$ cat config.mk
export PLATFORM = sky130hd
export DESIGN_NAME = swgbe_overrun_monitor
export DESIGN_NICKNAME = d
export VERILOG_FILES = /design/src/rtl/swgbe_overrun_monitor.sv
export SDC_FILE = /design/constraint.sdc
export NUM_CORES = 1
export LEC_CHECK = 0
export BUFFER_PORTS_ARGS = -buffer_cell sky130_fd_sc_hd__buf_4
export CAP_MARGIN = 20
export CORE_MARGIN = 4
export CORE_UTILIZATION = 26
export DETAILED_ROUTE_END_ITERATION = 10
export GPL_ROUTABILITY_DRIVEN = 0
export PLACE_DENSITY = 0.46
export SYNTH_ARGS = -nofsm -noshare
export SYNTH_HDL_FRONTEND = slang
export SYNTH_SLANG_ARGS = --single-unit
$ cat constraint.sdc
create_clock -name user_clk -period 3.4 [get_ports user_clk]
set_clock_uncertainty 0.15 [all_clocks]
set_input_delay 0.17 -clock user_clk [delete_from_list [all_inputs] [get_ports user_clk]]
set_output_delay 0.17 -clock user_clk [all_outputs]
set_load 0.01 [all_outputs]
$ cat src/rtl/swgbe_overrun_monitor.sv
// ============================================================================
// swgbe_overrun_monitor : 10GbE TX-path health events packed into a status word
// Revision 1.0
// ============================================================================
`default_nettype none

module swgbe_overrun_monitor #(
  parameter int CNT_W    = 16,
  parameter int RUN_W    = 12,
  parameter int CLR_HOLD = 4
) (
  input  logic        user_clk,
  input  logic        user_rst_n,
  input  logic        tx_overflow,
  input  logic        tx_afull,
  input  logic        link_up,
  input  logic        sw_clr,
  output logic [31:0] status_word,
  output logic        clr_busy
);

  localparam int HOLD_W = (CLR_HOLD > 1) ? $clog2(CLR_HOLD) : 1;
  localparam logic [CNT_W-1:0]  CNT_MAX = '1;
  localparam logic [RUN_W-1:0]  RUN_MAX = '1;
  localparam logic [HOLD_W-1:0] HOLD_LOAD = HOLD_W'(CLR_HOLD - 1);

  generate
    if ((CNT_W + RUN_W) != 28) begin : g_bad_widths
      $error("swgbe_overrun_monitor: CNT_W + RUN_W must equal 28");
    end
    if (CLR_HOLD < 1) begin : g_bad_hold
      $error("swgbe_overrun_monitor: CLR_HOLD must be at least 1");
    end
  endgenerate

  typedef enum logic [1:0] {
    ST_IDLE     = 2'd0,
    ST_CLEAR    = 2'd1,
    ST_WAIT_REL = 2'd2
  } state_e;

  state_e            state_q, state_d;
  logic [HOLD_W-1:0] hold_q, hold_d;
  logic              clr_busy_q, clr_busy_d;

  logic ovf_q, ovf_qq, afull_q, link_q, link_qq, clr_q, clr_qq;

  logic [CNT_W-1:0] overrun_cnt_q, overrun_cnt_d;
  logic [RUN_W-1:0] afull_run_q, afull_run_d;
  logic [RUN_W-1:0] max_run_q, max_run_d;
  logic             ovf_sticky_q, ovf_sticky_d;
  logic             link_lost_q, link_lost_d;
  logic [31:0]      status_q, status_d;

  logic             ovf_rise, link_fall, clr_rise;
  logic [RUN_W-1:0] run_inc;

  assign ovf_rise  = ovf_q & ~ovf_qq;
  assign link_fall = link_qq & ~link_q;
  assign clr_rise  = clr_q & ~clr_qq;
  assign run_inc   = (afull_run_q == RUN_MAX) ? afull_run_q : afull_run_q + RUN_W'(1);

  always_ff @(posedge user_clk or negedge user_rst_n) begin
    if (!user_rst_n) begin
      ovf_q   <= 1'b0;
      ovf_qq  <= 1'b0;
      afull_q <= 1'b0;
      link_q  <= 1'b0;
      link_qq <= 1'b0;
      clr_q   <= 1'b0;
      clr_qq  <= 1'b0;
    end else begin
      ovf_q   <= tx_overflow;
      ovf_qq  <= ovf_q;
      afull_q <= tx_afull;
      link_q  <= link_up;
      link_qq <= link_q;
      clr_q   <= sw_clr;
      clr_qq  <= clr_q;
    end
  end

  // Once started, the hold runs to completion regardless of sw_clr.
  always_comb begin
    state_d = state_q;
    hold_d  = hold_q;
    case (state_q)
      ST_IDLE: begin
        if (clr_rise) begin
          state_d = ST_CLEAR;
          hold_d  = HOLD_LOAD;
        end
      end
      ST_CLEAR: begin
        if (hold_q == '0) begin
          state_d = clr_q ? ST_WAIT_REL : ST_IDLE;
        end else begin
          hold_d = hold_q - HOLD_W'(1);
        end
      end
      ST_WAIT_REL: begin
        if (!clr_q) state_d = ST_IDLE;
      end
      default: state_d = ST_IDLE;
    endcase
    clr_busy_d = (state_d == ST_CLEAR);
  end

  always_comb begin
    overrun_cnt_d = overrun_cnt_q;
    afull_run_d   = afull_run_q;
    max_run_d     = max_run_q;
    ovf_sticky_d  = ovf_sticky_q;
    link_lost_d   = link_lost_q;
    if (state_q == ST_CLEAR) begin
      overrun_cnt_d = '0;
      afull_run_d   = '0;
      max_run_d     = '0;
      ovf_sticky_d  = 1'b0;
      link_lost_d   = 1'b0;
    end else begin
      if (ovf_rise) begin
        ovf_sticky_d = 1'b1;
        if (overrun_cnt_q != CNT_MAX) overrun_cnt_d = overrun_cnt_q + CNT_W'(1);
      end
      if (link_fall) link_lost_d = 1'b1;
      if (afull_q) begin
        afull_run_d = run_inc;
        if (run_inc > max_run_q) max_run_d = run_inc;
      end else begin
        afull_run_d = '0;
      end
    end
    status_d = {ovf_sticky_q, link_lost_q, (max_run_q != '0), link_q,
                max_run_q, overrun_cnt_q};
  end

  always_ff @(posedge user_clk or negedge user_rst_n) begin
    if (!user_rst_n) begin
      state_q       <= ST_IDLE;
      hold_q        <= '0;
      clr_busy_q    <= 1'b0;
      overrun_cnt_q <= '0;
      afull_run_q   <= '0;
      max_run_q     <= '0;
      ovf_sticky_q  <= 1'b0;
      link_lost_q   <= 1'b0;
      status_q      <= '0;
    end else begin
      state_q       <= state_d;
      hold_q        <= hold_d;
      clr_busy_q    <= clr_busy_d;
      overrun_cnt_q <= overrun_cnt_d;
      afull_run_q   <= afull_run_d;
      max_run_q     <= max_run_d;
      ovf_sticky_q  <= ovf_sticky_d;
      link_lost_q   <= link_lost_d;
      status_q      <= status_d;
    end
  end

  assign status_word = status_q;
  assign clr_busy    = clr_busy_q;

endmodule

`default_nettype wire

======== Yosys cells after proc, flatten, opt, wreduce, memory -nomap -nowiden ========
Index checks and enable logic that the tools add are counted.
word-level totals
  register bits after elaboration ......... 86
  input bits .............................. 6
  output and inout bits ................... 33
  word-level logic and storage cells ...... 66
operators by class
  add/subtract/negate cells ............... 3
  $lt $le $gt $ge ......................... 1
  equality and inequality tests ........... 7
  muxes and demuxes ....................... 21
  bitwise logic cells ..................... 6
  reductions and logical operators ........ 12
operators by type and width
  cell                     count
  $mux W12                 6
  $mux W16                 3
  $add A16 B1 Y16 const B  1
  $ne A16 B16 Y1 const B   1
  $add A12 B1 Y12 const B  1
  $eq A12 B12 Y1 const B   1
  $gt A12 B12 Y1           1
  $mux W2                  6
  $reduce_bool A12 Y1      1
  $reduce_bool A2 Y1       6
  $pmux W2 S3              1
  $eq A2 B1 Y1 const B     2
  $logic_not A2 Y1         2
  $mux W1                  4
  $ne A2 B2 Y1 const B     2
  $pmux W2 S2              1
  $reduce_and A2 Y1        2
  $and A1 B1 Y1            3
  $not A1 Y1               3
  $reduce_and A3 Y1        1
  $eq A2 B2 Y1 const B     1
  $sub A2 B1 Y2 const B    1

======== Depth between registers and ports, before layout ========
  depth after elaboration ................. 6
  depth in mapped cells ................... 13
  depth with buffers taken out ............ 12

======== Worst setup path before layout ========
Ideal clock, no wire load.
  path type ............................... register to register
  from .................................... reg afull_run_q[0]
  to ...................................... reg max_run_q[7]
  library setup time ...................... 0.128 ns
  arrival ................................. 2.724 ns
  required time ........................... 3.122 ns
  slack ................................... 0.397 ns
  cell stages (with the launch flop) ...... 14
  path buffers ............................ 1
  period minus slack after synthesis ...... 3.003 ns
  path through ............................ dfrtp_1 > ha_1 > and3_1 > and3_2 > or2b_1 > mux2i_1 > inv_1 > ha_1 > nand4_1 > o31ai_1 > nor2_1 > o31ai_2 > buf_2 > o2bb2ai_1
between the ends
  word-level cells in the longest chain between the ends .. 5
  elaborated cells on any way between the ends .. 9
  those cells by class .................... 1 x add/sub; 1 x order compare; 1 x eq/ne; 4 x mux; 2 x reduce/logical
RTL lines
  element                                                          line  text
  from (decl)                                                      49    logic [RUN_W-1:0] afull_run_q, afull_run_d;
  from (signal assigned)                                           154   afull_run_q <= afull_run_d;
  $add A12 B1 Y12 / $eq A12 B12 Y1 (equally long branches)         61    assign run_inc = (afull_run_q == RUN_MAX) ? afull_run_q : afull_run_q + RUN_W'(1);
  $mux W12 *                                                       61
  $gt A12 B12 Y1 / $mux W12 (equally long branches)                129   if (run_inc > max_run_q) max_run_d = run_inc;
  $reduce_bool A2 Y1 (no line) / $mux W12 (equally long branches)  n/a
  $reduce_and A2 Y1 (no line) / $mux W12 (equally long branches)   n/a
  to (signal assigned)                                             155   max_run_q <= max_run_d;
  to (decl)                                                        50    logic [RUN_W-1:0] max_run_q, max_run_d;
Mark *: on every way between the ends. The rest lies on a longest branch, timed or not. The select of a mux whose other input is x is not followed.
A chain may end at the register's enable or synchronous reset.

======== Worst setup path after layout ========
  from .................................... reg afull_run_q[0]
  to ...................................... reg max_run_q[1]
The elaborated chain is that of the path after synthesis.

==> flow_summary.toml <==
[worst_setup_path]
cp-end-kind = "flip-flop"
timing.critical_path.buf_inv = 3
worst-path-max-fanout = 12
crit_arrival_ns = 3.40
critical-path-slowest-cell = "sky130_fd_sc_hd__or4_1"
timing.critical_path.from_type = "flip-flop"
largest_stage_delay_on_the_critical_path_ns = 0.50
critical-path-top-cell-by-count = "sky130_fd_sc_hd__ha_1"
worst-endpoint-required_ns = 3.51
critPathTopFamily = "simple AND/OR/NAND/NOR gates"
critical_path.cell_chain = "ha_1, and3_1, nand2_2, or4_1, o21ai_2, inv_1, ha_1, nand4_1, buf_4, a21oi_4, o41ai_4, buf_6, o2bb2ai_1"
critical_path_class = "flip-flop to flip-flop"

[pwr]
vdd_drop_max_v = 0.000277
power_density_over_cell_area_nw_per_um2 = 604
p_leak_nw = 2.16

[sta]
slew_violations = 0
setup_total_negative_slack_ns = 0
report.final.hold_viol_count = 0
timing.final.crit_share_pct = 96.7
finalWorstPathRequiredPeriod_ns = 3.29
setup_viol = 0
maxSlewHeadroom_pct = 63.6
upper_clock_frequency_limit_mhz = 304
post_route_worst_hold_slack_ns = 0.189
actual_slew_at_the_worst_max_slew_pin_ns = 0.540

[clock_network]
cts_root_buffer = "sky130_fd_sc_hd__clkbuf_16"
clk-insertion-delay-late_ns = 0.35
max-clock-path-buffers = 2
cts_buffers = 9
clock_tree_from_tritoncts = "built"
cts_sinks = 85
cts.clk_slew.worst_paths_ns = 0.07
cts_max_level = 3

[die]
dieHeight_um = 125
die_area_sq_um = 15700
floorplan.die.width_um = 125
rows = 42
core-area_sq_um = 13300
floorplan.initialDensity_pct = 26.8
pin_count = 39

[placed_design]
numPortBuffers = 38
placement.cell_area_sq_um = 4110
place_hpwl_um = 4990
total_instance_count_after_detailed_placement = 526

[routing]
postRouteWirelength_um = 7130
antenna_violating_nets_post_route = 0
post-route-drc-count = 0
drt_pre_antenna_iters = 4
routed_wire_length_per_instance_um = 13.0
viasPerCell = 4.34
dr.first_iter.drc_count = 163
dr_total_vias = 2384

[yosys]
synth_fp_nets = 330
postSynth.topFlopCell = "sky130_fd_sc_hd__dfrtp_1"
postSynthCellCount = 309
synth_enable_flop_cells = 0
seq_area_frac_synth_pct = 59.4
synthArstFlopShare_pct = 100
mean_instance_size_in_the_synthesized_netlist_sq_um = 11.6
post_synth_num_cell_types = 49
yosysWarnings = 0
syn-cell-area_sq_um = 3580
postSynthRegisterBits = 85

[layout]
final.fill_count = 1378
mostFrequentLayoutCells = "85 x sky130_fd_sc_hd__dfrtp_1, 48 x sky130_fd_sc_hd__buf_4, 37 x sky130_fd_sc_hd__nor2_1"
final_layout_size_suffix_gt1_share_pct = 23.3
synthToLayoutAreaGrowth_pct = 26.9
final_common_cell = "sky130_fd_sc_hd__dfrtp_1"
insertedDiodeCount = 0
final_nets = 389
design_area_sq_um = 4540
stdcell_count = 549

[global_routing]
grt_remaining_overflow = 0
grt_first_pass_wirelength_um = 11900
vias_in_the_first_global_route = 2329
grt_antenna_before_repair = 0
grt_max_degree = 86
grt_util_all_layers_pct = 9.56

[hold_path]
min_path_type = "input pin to asynchronous set/reset pin"

[job]
cap_violations = 0

[run_status]
outcome = "finished clean"
==> metrics by stage <==
stage,util (%),worst slack (ns),power [W]
after floorplan,-,0.397,0.00151
after global placement,30.8,0.186,0.00170
after detailed placement,30.8,0.0666,0.00172
after CTS,33.5,0.0489,0.00275
after global routing,34.0,-0.0103,0.00289
final,34.0,0.112,0.00274
==> area by class of cell <==
cell class	instances	area, sq um	area share [%]
well taps	176	220	4.85
clock buffers	9	225	4.96
flip-flops and latches	85	2130	46.8
inverters	28	105	2.31
multi-input cells	189	1340	29.4
clock inverters	7	86.3	1.90
repair buffers	55	442	9.73
==> metal layers <==
metal  GRT usage [%]  part of all wire (%)
met1            13.5                    51
met2            12.9                    42
met3            3.75                   5.2
met4            4.15                   2.0
met5               0                     0
==> sequential cells by signal, indices dropped and copies added, names as in the netlist, 2 cells and up <==
| name | count |
|---|---|
| afull_run_q | 12 |
| overrun_cnt_q | 16 |
| max_run_q | 12 |
| status_word | 32 |
| hold_q | 2 |
| state_q | 2 |
==> worst paths after layout <==
kind | slack [ns] | endpoint | cells past startpoint | start
min in group user_clk | 0.22 | ovf_qq | 0 | ovf_q
max in group asynchronous | 2.29 | afull_run_q[5] | 3 | user_rst_n
worst min-delay path | 0.19 | link_q | 2 | user_rst_n
worst min register to register | 0.22 | ovf_qq | 0 | ovf_q
worst max-delay path | 0.11 | max_run_q[1] | 13 | afull_run_q[0]
worst max register to register | 0.11 | max_run_q[1] | 13 | afull_run_q[0]
==> worst reg2reg max path: stages (launching register included) <==
cell                        delay [ns]
sky130_fd_sc_hd__dfrtp_1          0.40
sky130_fd_sc_hd__ha_1             0.19
sky130_fd_sc_hd__and3_1           0.27
sky130_fd_sc_hd__nand2_2          0.10
sky130_fd_sc_hd__or4_1            0.50
sky130_fd_sc_hd__o21ai_2          0.12
sky130_fd_sc_hd__inv_1            0.08
sky130_fd_sc_hd__ha_1             0.28
sky130_fd_sc_hd__nand4_1          0.23
sky130_fd_sc_hd__buf_4            0.17
sky130_fd_sc_hd__a21oi_4          0.04
sky130_fd_sc_hd__o41ai_4          0.33
sky130_fd_sc_hd__buf_6            0.21
sky130_fd_sc_hd__o2bb2ai_1        0.14
==> power by group <==
part / leakage [nW] / switching, W / internal (W)
logic: 0.857 / 0.000330 / 0.000232
clock network: 0.151 / 0.000437 / 0.000587
registers: 1.15 / 0.0000591 / 0.00110
total: 2.16 / 0.000826 / 0.00192
==> synth_stat cells, drive strengths merged (2+ instances only) <==
library cell	n	area, sq um
inv	28	105
or3	2	12.5
mux2i	3	30.0
and2	2	12.5
and4	5	50.1
o21ai	7	38.8
nor4	5	43.8
buf	6	41.3
a21boi	2	18.8
o31ai	2	20.0
o2bb2ai	12	111
nand3	12	60.1
a21oi	10	50.1
dfrtp	85	2130
xnor2	15	131
nand2	18	70.1
nor2	37	139
and3	4	26.3
xor2	2	17.5
nor3	7	35.0
nor3b	3	38.8
nand4	8	50.1
a31oi	3	18.8
ha	15	188
nor2b	5	31.3
==> logic make-up after synthesis <==
logic type	after synthesis	synth area share, %
AOI/OAI and AO/OA	42	9.30
xor gates and xnor gates	17	4.16
adders and majority gates	15	5.24
buffers and inverters	35	4.20
DFF	85	59.4
muxes	4	1.15
and+or+nand+nor	111	16.5
==> repair_timing <==
action | in CTS | in global routing
endpoints found under the hold margin | 89 | 0
hold buffers | 5 | 0
setup endpoints to repair | 0 | 12
setup buffers | 0 | 1
gates resized for setup | 0 | 7
(Power assumes the default switching activity.)
